[src/rtl/q_frag_pkg.sv]
`default_nettype none
// +----------------------------------------------------------------------+
// | q_frag_pkg : shared types and constants for the q_frag_arb arbiter   |
// | Revision   : 1.0                                                     |
// +----------------------------------------------------------------------+
package q_frag_pkg;

  typedef enum logic [1:0] {
    LOAD   = 2'b00,
    SET    = 2'b01,
    CLR    = 2'b10,
    RECIRC = 2'b11
  } op_t;

  typedef enum logic [1:0] {
    IDLE  = 2'b00,
    ISSUE = 2'b01,
    ACK   = 2'b10
  } state_t;

  localparam int LOCK_MAX = 4;

endpackage
`default_nettype wire

[src/rtl/q_frag_rr_pick.sv]
`default_nettype none
// +----------------------------------------------------------------------+
// | q_frag_rr_pick : combinational round-robin picker starting at i_ptr  |
// | Revision       : 1.0                                                 |
// +----------------------------------------------------------------------+
module q_frag_rr_pick #(
  parameter int NREQ = 4,
  parameter int PW   = 2
) (
  input  logic [NREQ-1:0] i_req,
  input  logic [PW-1:0]   i_ptr,
  input  logic [NREQ-1:0] i_mask,
  output logic [NREQ-1:0] o_win_oh,
  output logic [PW-1:0]   o_win_idx
);

  logic [NREQ-1:0] w_elig;
  logic [PW:0]     w_sum;
  logic [PW-1:0]   w_idx;
  logic            w_found;

  assign w_elig = i_req & ~i_mask;

  // Walk ptr, ptr+1, ... wrapping at NREQ (NREQ need not be a power of two).
  always_comb begin
    o_win_oh  = '0;
    o_win_idx = '0;
    w_found   = 1'b0;
    w_sum     = '0;
    w_idx     = '0;
    for (int i = 0; i < NREQ; i++) begin
      w_sum = {1'b0, i_ptr} + (PW+1)'(i);
      if (w_sum >= (PW+1)'(NREQ)) begin
        w_sum = w_sum - (PW+1)'(NREQ);
      end
      w_idx = w_sum[PW-1:0];
      if (!w_found && w_elig[w_idx]) begin
        w_found          = 1'b1;
        o_win_oh[w_idx]  = 1'b1;
        o_win_idx        = w_idx;
      end
    end
  end

endmodule
`default_nettype wire

[src/rtl/q_frag_arb.sv]
`default_nettype none
// +----------------------------------------------------------------------+
// | q_frag_arb : round-robin arbiter sharing one logic-cell FF bank      |
// |              optional grant-hold feature: Q_FRAG_ARB_LOCK_EN         |
// | Revision   : 1.0                                                     |
// +----------------------------------------------------------------------+
module q_frag_arb
  import q_frag_pkg::*;
#(
  parameter int WIDTH = 8,
  parameter int NREQ  = 4
) (
  input  logic                    QCK,
  input  logic                    QRT,
  input  logic [NREQ-1:0]         req,
  input  logic [2*NREQ-1:0]       op,
  input  logic [WIDTH*NREQ-1:0]   wdata,
`ifdef Q_FRAG_ARB_LOCK_EN
  input  logic [NREQ-1:0]         lock,
`endif
  output logic [NREQ-1:0]         gnt,
  output logic [NREQ-1:0]         ack,
  output logic                    busy,
  output logic                    q_en,
  output logic                    q_ds,
  output logic                    q_st,
  output logic                    q_rt,
  output logic [WIDTH-1:0]        q_di
);

  localparam int PW = $clog2(NREQ);

  state_t          r_state, w_state_nxt;
  logic [PW-1:0]   r_ptr, w_ptr_nxt;
  logic [NREQ-1:0] r_win_oh;
  logic [PW-1:0]   r_win_idx;
  logic            r_regrant;

  logic [NREQ-1:0] r_gnt, r_ack, w_gnt_nxt, w_ack_nxt;
  logic            r_en, r_ds, r_st, r_rt;
  logic            w_en_nxt, w_ds_nxt, w_st_nxt, w_rt_nxt;
  logic [WIDTH-1:0] r_di, w_di_nxt;

  logic [NREQ-1:0] w_mask, w_pick_oh, w_sel_oh;
  logic [PW-1:0]   w_pick_idx, w_sel_idx;
  logic            w_regrant, w_start;
  op_t             w_sel_op;
  logic [WIDTH-1:0] w_sel_data;

  assign w_start = ((r_state == IDLE) || (r_state == ACK)) && (|req);

  // Last winner sits out the ACK-cycle arbitration only while someone else waits.
  assign w_mask = ((r_state == ACK) && (|(req & ~r_win_oh))) ? r_win_oh : '0;

  q_frag_rr_pick #(
    .NREQ (NREQ),
    .PW   (PW)
  ) u_pick (
    .i_req     (req),
    .i_ptr     (r_ptr),
    .i_mask    (w_mask),
    .o_win_oh  (w_pick_oh),
    .o_win_idx (w_pick_idx)
  );

`ifdef Q_FRAG_ARB_LOCK_EN
  logic [1:0] r_lock_cnt;

  assign w_regrant = (r_state == ACK) && (|(req & lock & r_win_oh)) &&
                     (r_lock_cnt != 2'(LOCK_MAX-1));

  always_ff @(posedge QCK) begin
    if (QRT) begin
      r_lock_cnt <= '0;
    end else if (w_start) begin
      r_lock_cnt <= w_regrant ? r_lock_cnt + 2'd1 : 2'd0;
    end
  end
`else
  assign w_regrant = 1'b0;
`endif

  assign w_sel_oh  = w_regrant ? r_win_oh  : w_pick_oh;
  assign w_sel_idx = w_regrant ? r_win_idx : w_pick_idx;

  always_comb begin
    w_sel_op   = LOAD;
    w_sel_data = '0;
    for (int i = 0; i < NREQ; i++) begin
      if (w_sel_oh[i]) begin
        w_sel_op   = op_t'(op[2*i +: 2]);
        w_sel_data = wdata[WIDTH*i +: WIDTH];
      end
    end
  end

  always_comb begin
    w_state_nxt = r_state;
    w_ptr_nxt   = r_ptr;
    w_gnt_nxt   = '0;
    w_ack_nxt   = '0;
    w_en_nxt    = 1'b0;
    w_ds_nxt    = 1'b0;
    w_st_nxt    = 1'b0;
    w_rt_nxt    = 1'b0;
    w_di_nxt    = '0;
    case (r_state)
      IDLE, ACK: begin
        if (w_start) begin
          w_state_nxt = ISSUE;
          w_gnt_nxt   = w_sel_oh;
          case (w_sel_op)
            LOAD: begin
              w_en_nxt = 1'b1;
              w_ds_nxt = 1'b1;
              w_di_nxt = w_sel_data;
            end
            SET:    w_st_nxt = 1'b1;
            CLR:    w_rt_nxt = 1'b1;
            RECIRC: w_en_nxt = 1'b1;
          endcase
        end else begin
          w_state_nxt = IDLE;
        end
      end
      ISSUE: begin
        w_state_nxt = ACK;
        w_ack_nxt   = r_win_oh;
        if (!r_regrant) begin
          w_ptr_nxt = (r_win_idx == PW'(NREQ-1)) ? '0 : r_win_idx + PW'(1);
        end
      end
      default: w_state_nxt = IDLE;
    endcase
  end

  always_ff @(posedge QCK) begin
    if (QRT) begin
      r_state   <= IDLE;
      r_ptr     <= '0;
      r_win_oh  <= '0;
      r_win_idx <= '0;
      r_regrant <= 1'b0;
      r_gnt     <= '0;
      r_ack     <= '0;
      r_en      <= 1'b0;
      r_ds      <= 1'b0;
      r_st      <= 1'b0;
      r_rt      <= 1'b0;
      r_di      <= '0;
    end else begin
      r_state <= w_state_nxt;
      r_ptr   <= w_ptr_nxt;
      r_gnt   <= w_gnt_nxt;
      r_ack   <= w_ack_nxt;
      r_en    <= w_en_nxt;
      r_ds    <= w_ds_nxt;
      r_st    <= w_st_nxt;
      r_rt    <= w_rt_nxt;
      r_di    <= w_di_nxt;
      if (w_start) begin
        r_win_oh  <= w_sel_oh;
        r_win_idx <= w_sel_idx;
        r_regrant <= w_regrant;
      end
    end
  end

  assign gnt  = r_gnt;
  assign ack  = r_ack;
  assign busy = (r_state != IDLE);
  assign q_en = r_en;
  assign q_ds = r_ds;
  assign q_st = r_st;
  assign q_rt = r_rt;
  assign q_di = r_di;

endmodule
`default_nettype wire

[config.mk]
export PLATFORM = sky130hd
export DESIGN_NAME = q_frag_arb
export DESIGN_NICKNAME = d
export VERILOG_FILES = /design/src/rtl/q_frag_pkg.sv /design/src/rtl/q_frag_rr_pick.sv /design/src/rtl/q_frag_arb.sv
export SDC_FILE = /design/constraint.sdc
export NUM_CORES = 1
export LEC_CHECK = 0
export ABC_CLOCK_PERIOD_IN_PS = 5200
export BUFFER_PORTS_ARGS = -buffer_cell sky130_fd_sc_hd__buf_2
export CORE_MARGIN = 1.5
export CORE_UTILIZATION = 25
export CTS_CLUSTER_DIAMETER = 40
export CTS_CLUSTER_SIZE = 14
export DETAILED_ROUTE_END_ITERATION = 8
export GPL_TIMING_DRIVEN = 0
export PLACE_DENSITY_LB_ADDON = 0.08
export SYNTH_ARGS = -nofsm -noshare
export SYNTH_HDL_FRONTEND = slang
export SYNTH_SLANG_ARGS = --single-unit
[constraint.sdc]
create_clock -name QCK -period 5.2 [get_ports QCK]
set_input_delay 1.3 -clock QCK [delete_from_list [all_inputs] [get_ports QCK]]
set_output_delay 1.3 -clock QCK [all_outputs]
set_load 0.01 [all_outputs]
## Yosys cells after proc, flatten, opt, wreduce, memory -nomap -nowiden

Cells that the tools add are included.

- Bits in registers: 30
- Input port bits: 46
- Output and inout bits: 21
- Word-level logic and storage cells: 118

- Add/sub/neg operators: 8
- $lt $le $gt $ge: 12
- Eq/ne operators: 6
- Muxes and demuxes: 47
- Bitwise logic cells: 11
- Reductions and logical operators: 23

Operators with widths:

| kind | count |
|---|---|
| $mux W8 | 4 |
| $mux W2 | 13 |
| $mux W4 | 5 |
| $mux W1 | 16 |
| $lt A2 B3 Y1 const B | 4 |
| $or A4 B4 Y4 | 3 |
| $reduce_or A4 Y1 | 3 |
| $ge A3 B3 Y1 const B | 3 |
| $logic_and A1 B1 Y1 | 9 |
| $and A4 B4 Y4 | 2 |
| $bmux W1 S2 | 4 |
| $demux W1 S2 | 4 |
| $eq A2 B2 Y1 const B | 4 |
| $ge A2 B1 Y1 const B | 4 |
| $not A4 Y4 | 2 |
| $sub A2 B1 Y2 const B | 4 |
| $add A2 B2 Y3 const B | 2 |
| $reduce_or A2 Y1 | 3 |
| $eq A2 B1 Y1 const B | 2 |
| $logic_not A2 Y1 | 2 |
| $not A1 Y1 | 4 |
| $pmux W2 S2 | 1 |
| $add A2 B1 Y3 const B | 1 |
| $ge A2 B3 Y1 const B | 1 |
| 5 further kinds | 7 |

## Depth between registers and ports, before layout

Gate-level depths: netlist of the first run.

- Depth after elaboration: 26
- Mapped depth: 16
- Gate-level depth less buffers: 13

## Modules after synthesis

From an unflattened synthesis of the first run, not the netlist that was laid out.

- Cell total of the unflattened synthesis: 203
- Area total of the unflattened synthesis: 1821.7 sq um

By module, submodules not included:

| module | instances | cells an instance | area each (sq um) | sequential area each (sq um) |
|---|---|---|---|---|
| q_frag_arb | 1 | 150 | 1363.8 | 600.6 |
| q_frag_rr_pick | 1 | 53 | 457.9 | 0.0 |

## Worst setup path before layout of the first run

No wires, ideal clock.

- Path kind: input port to flip-flop
- From: in req[0]
- To: reg r_di[0] (netlist: q_di[0])
- Setup time: 86 ps
- Arrival time: 4121 ps
- Data required time: 5114 ps
- Path slack: 993 ps
- Cell stages on the path: 16
- Path buffers: 4
- Cell sequence: buf_2 nand2b_1 buf_4 a31o_4 a22oi_4 a21oi_2 a211o_1 or3_1 buf_6 o31ai_2 a31o_1 ha_1 and2_1 clkbuf_1 o21ai_0 a211oi_1

- Longest elaborated chain between the ends: 25
- Elaborated cells on any way between the ends: 44
- Classes of those cells: mux: 24; bitwise: 8; reduce/logical: 12

RTL lines:

| element | RTL line | text |
|---|---|---|
| start: declaration | q_frag_arb.sv:15 | `input logic [NREQ-1:0] req,` |
| $and A4 B4 Y4 | q_frag_arb.sv:53 | `assign w_mask = ((r_state == ACK) && (\|(req & ~r_win_oh))) ? r_win_oh : '0;` |
| $reduce_or A4 Y1 | q_frag_arb.sv:53 |  |
| $logic_and A1 B1 Y1 | q_frag_arb.sv:53 |  |
| $mux W4 | q_frag_arb.sv:53 |  |
| $not A4 Y4 | q_frag_rr_pick.sv:22 | `assign w_elig = i_req & ~i_mask;` |
| $and A4 B4 Y4 | q_frag_rr_pick.sv:22 |  |
| $bmux W1 S2 | q_frag_rr_pick.sv:37 | `if (!w_found && w_elig[w_idx]) begin` |
| $mux W1 (not written as such) | q_frag_rr_pick.sv:37 |  |
| (+6 left out) | - |  |
| $mux W1 | q_frag_rr_pick.sv:37 |  |
| $logic_not A1 Y1 | q_frag_rr_pick.sv:37 |  |
| $logic_and A1 B1 Y1 | q_frag_rr_pick.sv:37 |  |
| $mux W4 | q_frag_rr_pick.sv:37 |  |
| $mux W2 (4 in a row) | q_frag_arb.sv:90 | `if (w_sel_oh[i]) begin` |
| $logic_not A2 Y1 | q_frag_arb.sv:112 | `case (w_sel_op)` |
| $not A1 Y1 (no source line) | - |  |
| $reduce_or A4 Y1 (no source line) | - |  |
| end signal: assignment | q_frag_arb.sv:160 | `r_di <= w_di_nxt;` |
| end: declaration | q_frag_arb.sv:42 | `logic [WIDTH-1:0] r_di, w_di_nxt;` |

Several ways; a longest one is shown, not always the timed one. The select of a mux whose other input is x is not followed.
A chain may end at the register's enable or synchronous reset.

## Worst setup path in the final report of the first run

- From: in req[2]
- To: reg r_di[0] (netlist: q_di[0])

The elaborated chain is that of the path after synthesis.

==> impl_metrics.json, run 1 <==
{
  "crit_buf_inv": 4,
  "path_class": "primary input to register",
  "die_height_um": 94.9,
  "cts.sinks": 30,
  "post-place-ws_ns": 0.333,
  "fmax_mhz": 218,
  "drv_cap": 0,
  "fin_ws_ns": 0.603,
  "post-route-period-util": 0.884,
  "synthTopCellsByArea": "dfxtp_1, a211oi_1, ha_1, nand3_1, nand2_1",
  "port_buffers": 63,
  "ctsLongestPathBuffers": 2,
  "critical_path_arrival_ns": 4.79,
  "maxSlewHeadroom": 0.538,
  "power_density_nw_per_um2": 296,
  "syn2layout_area_growth_pct": 25.7,
  "fin_util": 0.323,
  "viasPerCell": 5.16,
  "drtPass1Iterations": 4,
  "final_nets": 374,
  "path_max_fanout": 10,
  "grtUsageTotal": 0.147,
  "syn_inst": 249,
  "cp_top_family": "compound AO/OA/AOI/OAI gates",
  "rsz0062_at_grt": "no",
  "finalWirelength_um": 6650,
  "final_common_cell": "buf_2",
  "grt_pass1_vias": 1935,
  "maxSlewViolCount": 0,
  "htree_levels": 2,
  "coreArea_um2": 8220,
  "grt_overflow": 0,
  "peakVddDrop_mv": 0.0882,
  "cts_tree": "yes",
  "worstMarginPinSlew_ns": 0.689,
  "root_buffer": "clkbuf_8",
  "finalHoldViolCount": 0,
  "drive_gt1_frac": 0.331,
  "synth_edf_count": 0,
  "die-area_um2": 9010,
  "status": "finished, final reports clean",
  "cpPeakStageDelay_ns": 0.39,
  "ant_nets": 0,
  "worstHoldPathType": "register to register",
  "multi_input_area_um2": 1370,
  "leakagePower_nw": 1.15,
  "antenna-diode-count": 0,
  "dp_cells": 417,
  "ys.warnings.count": 0,
  "cts_hold_buf": 0,
  "synth_top_area_frac": 0.284,
  "crit_required_ns": 5.40,
  "end_kind": "register",
  "post-cts-setup-buffers": 0,
  "start_util": 0.257,
  "routedWlPerCell_um": 15.6,
  "synthFlopType": "dfxtp_1",
  "clk-insertion-delay-late_ns": 0.28,
  "cts_buffers": 5,
  "syn-cell-area_um2": 2110,
  "layout_common_cells": "buf_2, dfxtp_1, nand2_1",
  "critPathMostFrequentCell": "buf_6",
  "synth-async-reset-ratio": 0,
  "synth.yosys.seq_area_share": 0.284,
  "grt_pass1_wl_um": 10200,
  "critPathSlowestCell": "or3_1",
  "drtIter0Drc": 79,
  "ys_seq_elements": 30,
  "setup_viol": 0,
  "cts_resized": 0,
  "fin_crit_ns": 4.60,
  "fin_skew_ns": 0.00318,
  "pin_count": 67,
  "n_fill_cell": 913,
  "finalInstanceArea_um2": 2650,
  "start_kind": "primary input",
  "hpwl_um": 5120,
  "regArea_um2": 601,
  "gp_congestion": 0.798,
  "synth_top_cell_by_area": "dfxtp_1",
  "path_cells": "buf_2 -> nand2b_1 -> buf_6 -> a31o_2 -> a22oi_4 -> a21oi_2 -> a211o_1 -> or3_1 -> buf_6 -> o31ai_2 -> a31o_1 -> ha_1 -> and2_1 -> clkbuf_1 -> o21ai_0 -> a211oi_1",
  "die_w_um": 94.9,
  "antenna_found_initial": 0,
  "finalSetupTns_ns": 0,
  "dpl_cell_area_um2": 2560,
  "synth.distinct_cells": 61,
  "route.detailed.drc": 0,
  "rows": 33,
  "syn_area_per_cell_um2": 8.48,
  "cts.clk_slew.worst_paths_ns": 0.07,
  "syn-num-nets": 304,
  "fin_cells": 425,
  "grt_max_degree": 11,
  "num_vias": 2194
}
==> registers in the layout (all words and copies together), names as in the netlist <==
signal     cells
r_state        2
r_ptr          2
q_di           8
q_st           1
gnt            4
ack            4
q_ds           1
r_win_idx      2
r_win_oh       4
q_en           1
q_rt           1
==> area by class of cell <==
type,count,area share
timing repair buffer,63,0.119
multi-input combinational,195,0.517
inverter,7,0.00990
sequential,30,0.226
clock inverter,2,0.00471
tap,105,0.0495
clock buffer,6,0.0311
buffer,17,0.0429
==> tightest hold or removal path, stage by stage, from the launching register on <==
cell,delay (ns)
dfxtp_1,0.33
o21ai_0,0.07
a21oi_1,0.06
==> kinds of logic (layout without fill, tap and decap cells) <==
kind of cell               count (synthesis)  in the layout  synth area share
AOI/OAI and AO/OA                         84             84             0.323
adders and majority gates                  9              9            0.0533
buffers and inverters                     24             95            0.0663
DFF                                       30             30             0.284
muxes                                      3              3            0.0201
and+or+nand+nor                           99             99             0.253
==> power breakdown <==
part	internal [mW]	switching (mW)	total, mW	leakage, nW
sequential	0.257	0.0136	0.271	0.245
clock	0.106	0.0936	0.200	0.0472
combinational	0.128	0.186	0.314	0.854
total	0.492	0.293	0.784	1.15
==> synthesized netlist by cell type (3+ instances only) <==
master,number
buf_2,6
and2_1,10
nor2b_1,3
o31ai_1,3
a31o_2,3
a2111oi_1,6
a2111oi_0,3
buf_4,5
dfxtp_1,30
a21oi_1,7
nand3b_1,4
nand3_1,16
o21ai_0,11
a221o_1,3
buf_6,3
a211oi_1,16
nor3_1,11
nand4_1,7
nand2b_1,4
a31oi_1,4
nand2_1,17
inv_1,6
nor2_1,14
ha_1,9
==> layer usage <==
| metal | global-route usage | up-vias | share of wire | wire, um |
|---|---|---|---|---|
| met5 | 0 | - | 0 | 0 |
| met4 | 0.0410 | 0 | 0.0096 | 64 |
| met3 | 0.0233 | 5 | 0.039 | 259 |
| met2 | 0.240 | 52 | 0.47 | 3160 |
| met1 | 0.198 | 1039 | 0.48 | 3170 |
| li1 | - | 1098 | - | - |
==> through the flow <==
stage               hold WS [ns]  total power [mW]
floorplan                  0.460             0.490
global placement           0.495             0.592
detailed placement         0.498             0.591
CTS                        0.508             0.794
global route               0.540             0.843
finish                     0.506             0.784
==> worst paths after layout <==
kind                startpoint  depth (start not counted)  slack (ns)           end
hold reg to reg   r_win_idx[0]                          2        0.51  r_win_idx[0]
hold / removal    r_win_idx[0]                          2        0.51  r_win_idx[0]
setup reg to reg      r_ptr[0]                         15        0.73       q_di[0]
setup / recovery        req[2]                         16        0.60       q_di[0]
Note: power is estimated with default switching activity, not from simulation.
==> run 2, diff against run 1 <==
- ABC_AREA: default -> 1
- CORE_UTILIZATION: 25 -> 49
- CTS_BUF_LIST: default -> sky130_fd_sc_hd__clkbuf_16
==> run 2 against run 1 <==
  * Die area down 54%
  * Critical path type unchanged
  * Combinational power up 6%
  * Clock power up 39%
  * Global-route usage up 8.4 points
  * Non-clock buffer count down 8
  * Count of clock-buffer cells in the layout down 1
  * Clock skew up 0.0019 ns
  * Fmax up 20%
  * Core utilization up 33 points
  * Largest power group unchanged
  * Worst hold slack worse by 0.019 ns
  * Synthesized cell count up 10%
  * Sequential power about the same
==> impl_metrics.json, run 2 <==
{
  "grt_pass1_vias": 1699,
  "synth_top_cell_by_area": "dfxtp_1",
  "cpPeakStageDelay_ns": 0.48,
  "antenna_found_initial": 0,
  "maxSlewViolCount": 0,
  "coreArea_um2": 3630,
  "ys_top_cells_by_count": "nand2_1, inv_1, dfxtp_1, nand3_1, a21oi_1",
  "die_height_um": 64.3,
  "worstMarginPinSlew_ns": 0.848,
  "synth_most_common_cell": "nand2_1",
  "synth_edf_count": 0,
  "leakagePower_nw": 1.31,
  "drtIter0Drc": 92,
  "antenna-diode-count": 0,
  "cts.sinks": 30,
  "peakVddDrop_mv": 0.177,
  "grt_max_degree": 11,
  "hold_ws_ns": 0.488,
  "port_buffers": 66,
  "grt_most_used_layer": "met2",
  "cp_top_family": "simple AND/OR/NAND/NOR gates",
  "n_fill_cell": 356,
  "start_kind": "primary input",
  "end_kind": "register",
  "setup_viol": 0,
  "r2r-end": "q_di[4]",
  "grtUsageTotal": 0.231,
  "met2_usage": 0.372,
  "cts_resized": 0,
  "crit_buf_inv": 4,
  "gp_congestion": 0.878,
  "path_cells": "buf_2 -> nand2_1 -> nand2_1 -> inv_1 -> nand2_2 -> nand3_1 -> nand3_1 -> nand2_1 -> nand2_2 -> nand2_4 -> nor2_8 -> nand3_1 -> nand4_1 -> buf_4 -> a21oi_1 -> a21oi_1 -> ha_1 -> inv_1 -> nor2_1 -> nand2_1 -> a21oi_2",
  "use_met1": 0.294,
  "post-route-period-util": 0.736,
  "hold_depth": 2,
  "worstHoldPathType": "register to register",
  "fin_skew_ns": 0.00509,
  "syn-cell-area_um2": 1840,
  "drtPass1Iterations": 4,
  "post-cts-setup-buffers": 0,
  "crit-reg2reg-launch": "r_ptr[0]",
  "syn_inst": 274,
  "final_nets": 402,
  "ff2ff_setup_slack_ns": 1.85,
  "fmax_mhz": 261,
  "path_max_fanout": 10,
  "syn_area_per_cell_um2": 6.71,
  "crit_required_ns": 5.41,
  "ys.warnings.count": 0,
  "maxSlewHeadroom": 0.427,
  "drv_cap": 0,
  "synth_top_area_frac": 0.327,
  "largest_reg_flops": 8,
  "worstHoldEndpoint": "ack[0]",
  "cts.clk_slew.worst_paths_ns": 0.05,
  "grt_pass1_wl_um": 7480,
  "routedWlPerCell_um": 11.1,
  "cts_tree": "yes",
  "die_w_um": 64.3,
  "critPathMostFrequentCell": "nand2_1",
  "root_buffer": "clkbuf_16",
  "rows": 22,
  "fin_crit_ns": 3.83,
  "cts_hold_buf": 0,
  "pin_count": 67,
  "cts_buffers": 5,
  "ant_nets": 0,
  "critPathSlowestCell": "nor2_1",
  "syn2layout_area_growth_pct": 28.9,
  "status": "finished, final reports clean",
  "start_util": 0.506,
  "num_vias": 1925,
  "reg2reg_depth": 16,
  "syn-num-nets": 329,
  "viasPerCell": 4.86,
  "finalSetupTns_ns": 0,
  "finalHoldViolCount": 0,
  "synthFlopType": "dfxtp_1",
  "final_common_cell": "nand2_1",
  "clk-insertion-delay-late_ns": 0.28,
  "met3_usage": 0.0581,
  "ctsLongestPathBuffers": 2,
  "power_density_nw_per_um2": 372,
  "synth.distinct_cells": 22,
  "synth.yosys.seq_area_share": 0.327,
  "rsz0062_at_grt": "no",
  "path_class": "primary input to register",
  "finalWirelength_um": 4390,
  "route.detailed.drc": 0,
  "worstHoldStart": "r_win_oh[0]",
  "hpwl_um": 3250,
  "drive_gt1_frac": 0.290,
  "htree_levels": 2,
  "synthTopCellsByArea": "dfxtp_1, nand2_1, inv_1, nand3_1, a21oi_1",
  "grt_overflow": 0,
  "ys_seq_elements": 30,
  "die-area_um2": 4130,
  "critical_path_arrival_ns": 4.04,
  "layout_common_cells": "nand2_1, buf_2, inv_1",
  "synth-async-reset-ratio": 0
}
run 2: how the worst max path moves through the flow:
stage                 from       to  slack [ns]  cells past startpoint
global placement    req[2]  q_di[4]        1.18                     21
floorplan           req[2]  q_di[1]        1.73                     21
CTS                 req[2]  q_di[4]        1.36                     21
detailed placement  req[2]  q_di[4]        1.11                     21
finish              req[2]  q_di[4]        1.37                     21
global route        req[3]  q_di[4]        1.07                     21
run 2: metal layers:
metal  up-vias  wire length [um]
met1       844              2030
met4         0                58
met5         -                 0
met2        62              2050
li1       1014                 -
met3         5               251
run 2: cell families after synthesis:
logic type / after synthesis / share of synthesized area
fa+ha+maj: 9 / 0.0612
compound gates: 45 / 0.142
buf+inv: 50 / 0.118
flops: 30 / 0.327
simple gates: 140 / 0.352
run 2: cell type report:
type | count | area (um2) | share of cell area
flip-flops and latches | 30 | 601 | 0.253
multi-input cells | 194 | 1020 | 0.431
plain buffers | 6 | 52.6 | 0.0222
inverters | 44 | 165 | 0.0697
clock buffers | 5 | 125 | 0.0528
repair buffers | 66 | 330 | 0.139
clock inverters | 3 | 16.3 | 0.00686
well taps | 48 | 60.1 | 0.0253
run 2: through the flow:
| stage | area, um2 | cells | setup WS, ns | util | power, mW |
|---|---|---|---|---|---|
| 2_1_floorplan | 1840 | 274 | 1.73 | - | 0.521 |
| 3_3_place_gp | 2230 | 388 | 1.18 | 0.614 | 0.603 |
| 3_5_place_dp | 2230 | 388 | 1.11 | 0.614 | 0.608 |
| 4_1_cts | 2370 | 396 | 1.36 | 0.653 | 0.886 |
| 5_1_grt | 2370 | 396 | 1.07 | 0.653 | 0.943 |
| 6_report | 2370 | 396 | 1.37 | 0.653 | 0.882 |
run 2: tightest hold or removal path, delay by kind of cell (launching register included):
kind / cells / cell delay [ns]
buffers and inverters: 1 / 0.09
flip-flops: 1 / 0.31
AND/OR/NAND/NOR: 1 / 0.05
run 2: power breakdown:
group / leakage [nW] / internal, mW / switching [mW] / total, mW
Clock: 0.0672 / 0.174 / 0.103 / 0.277
Sequential: 0.245 / 0.260 / 0.0123 / 0.272
Combinational: 0.994 / 0.126 / 0.206 / 0.332
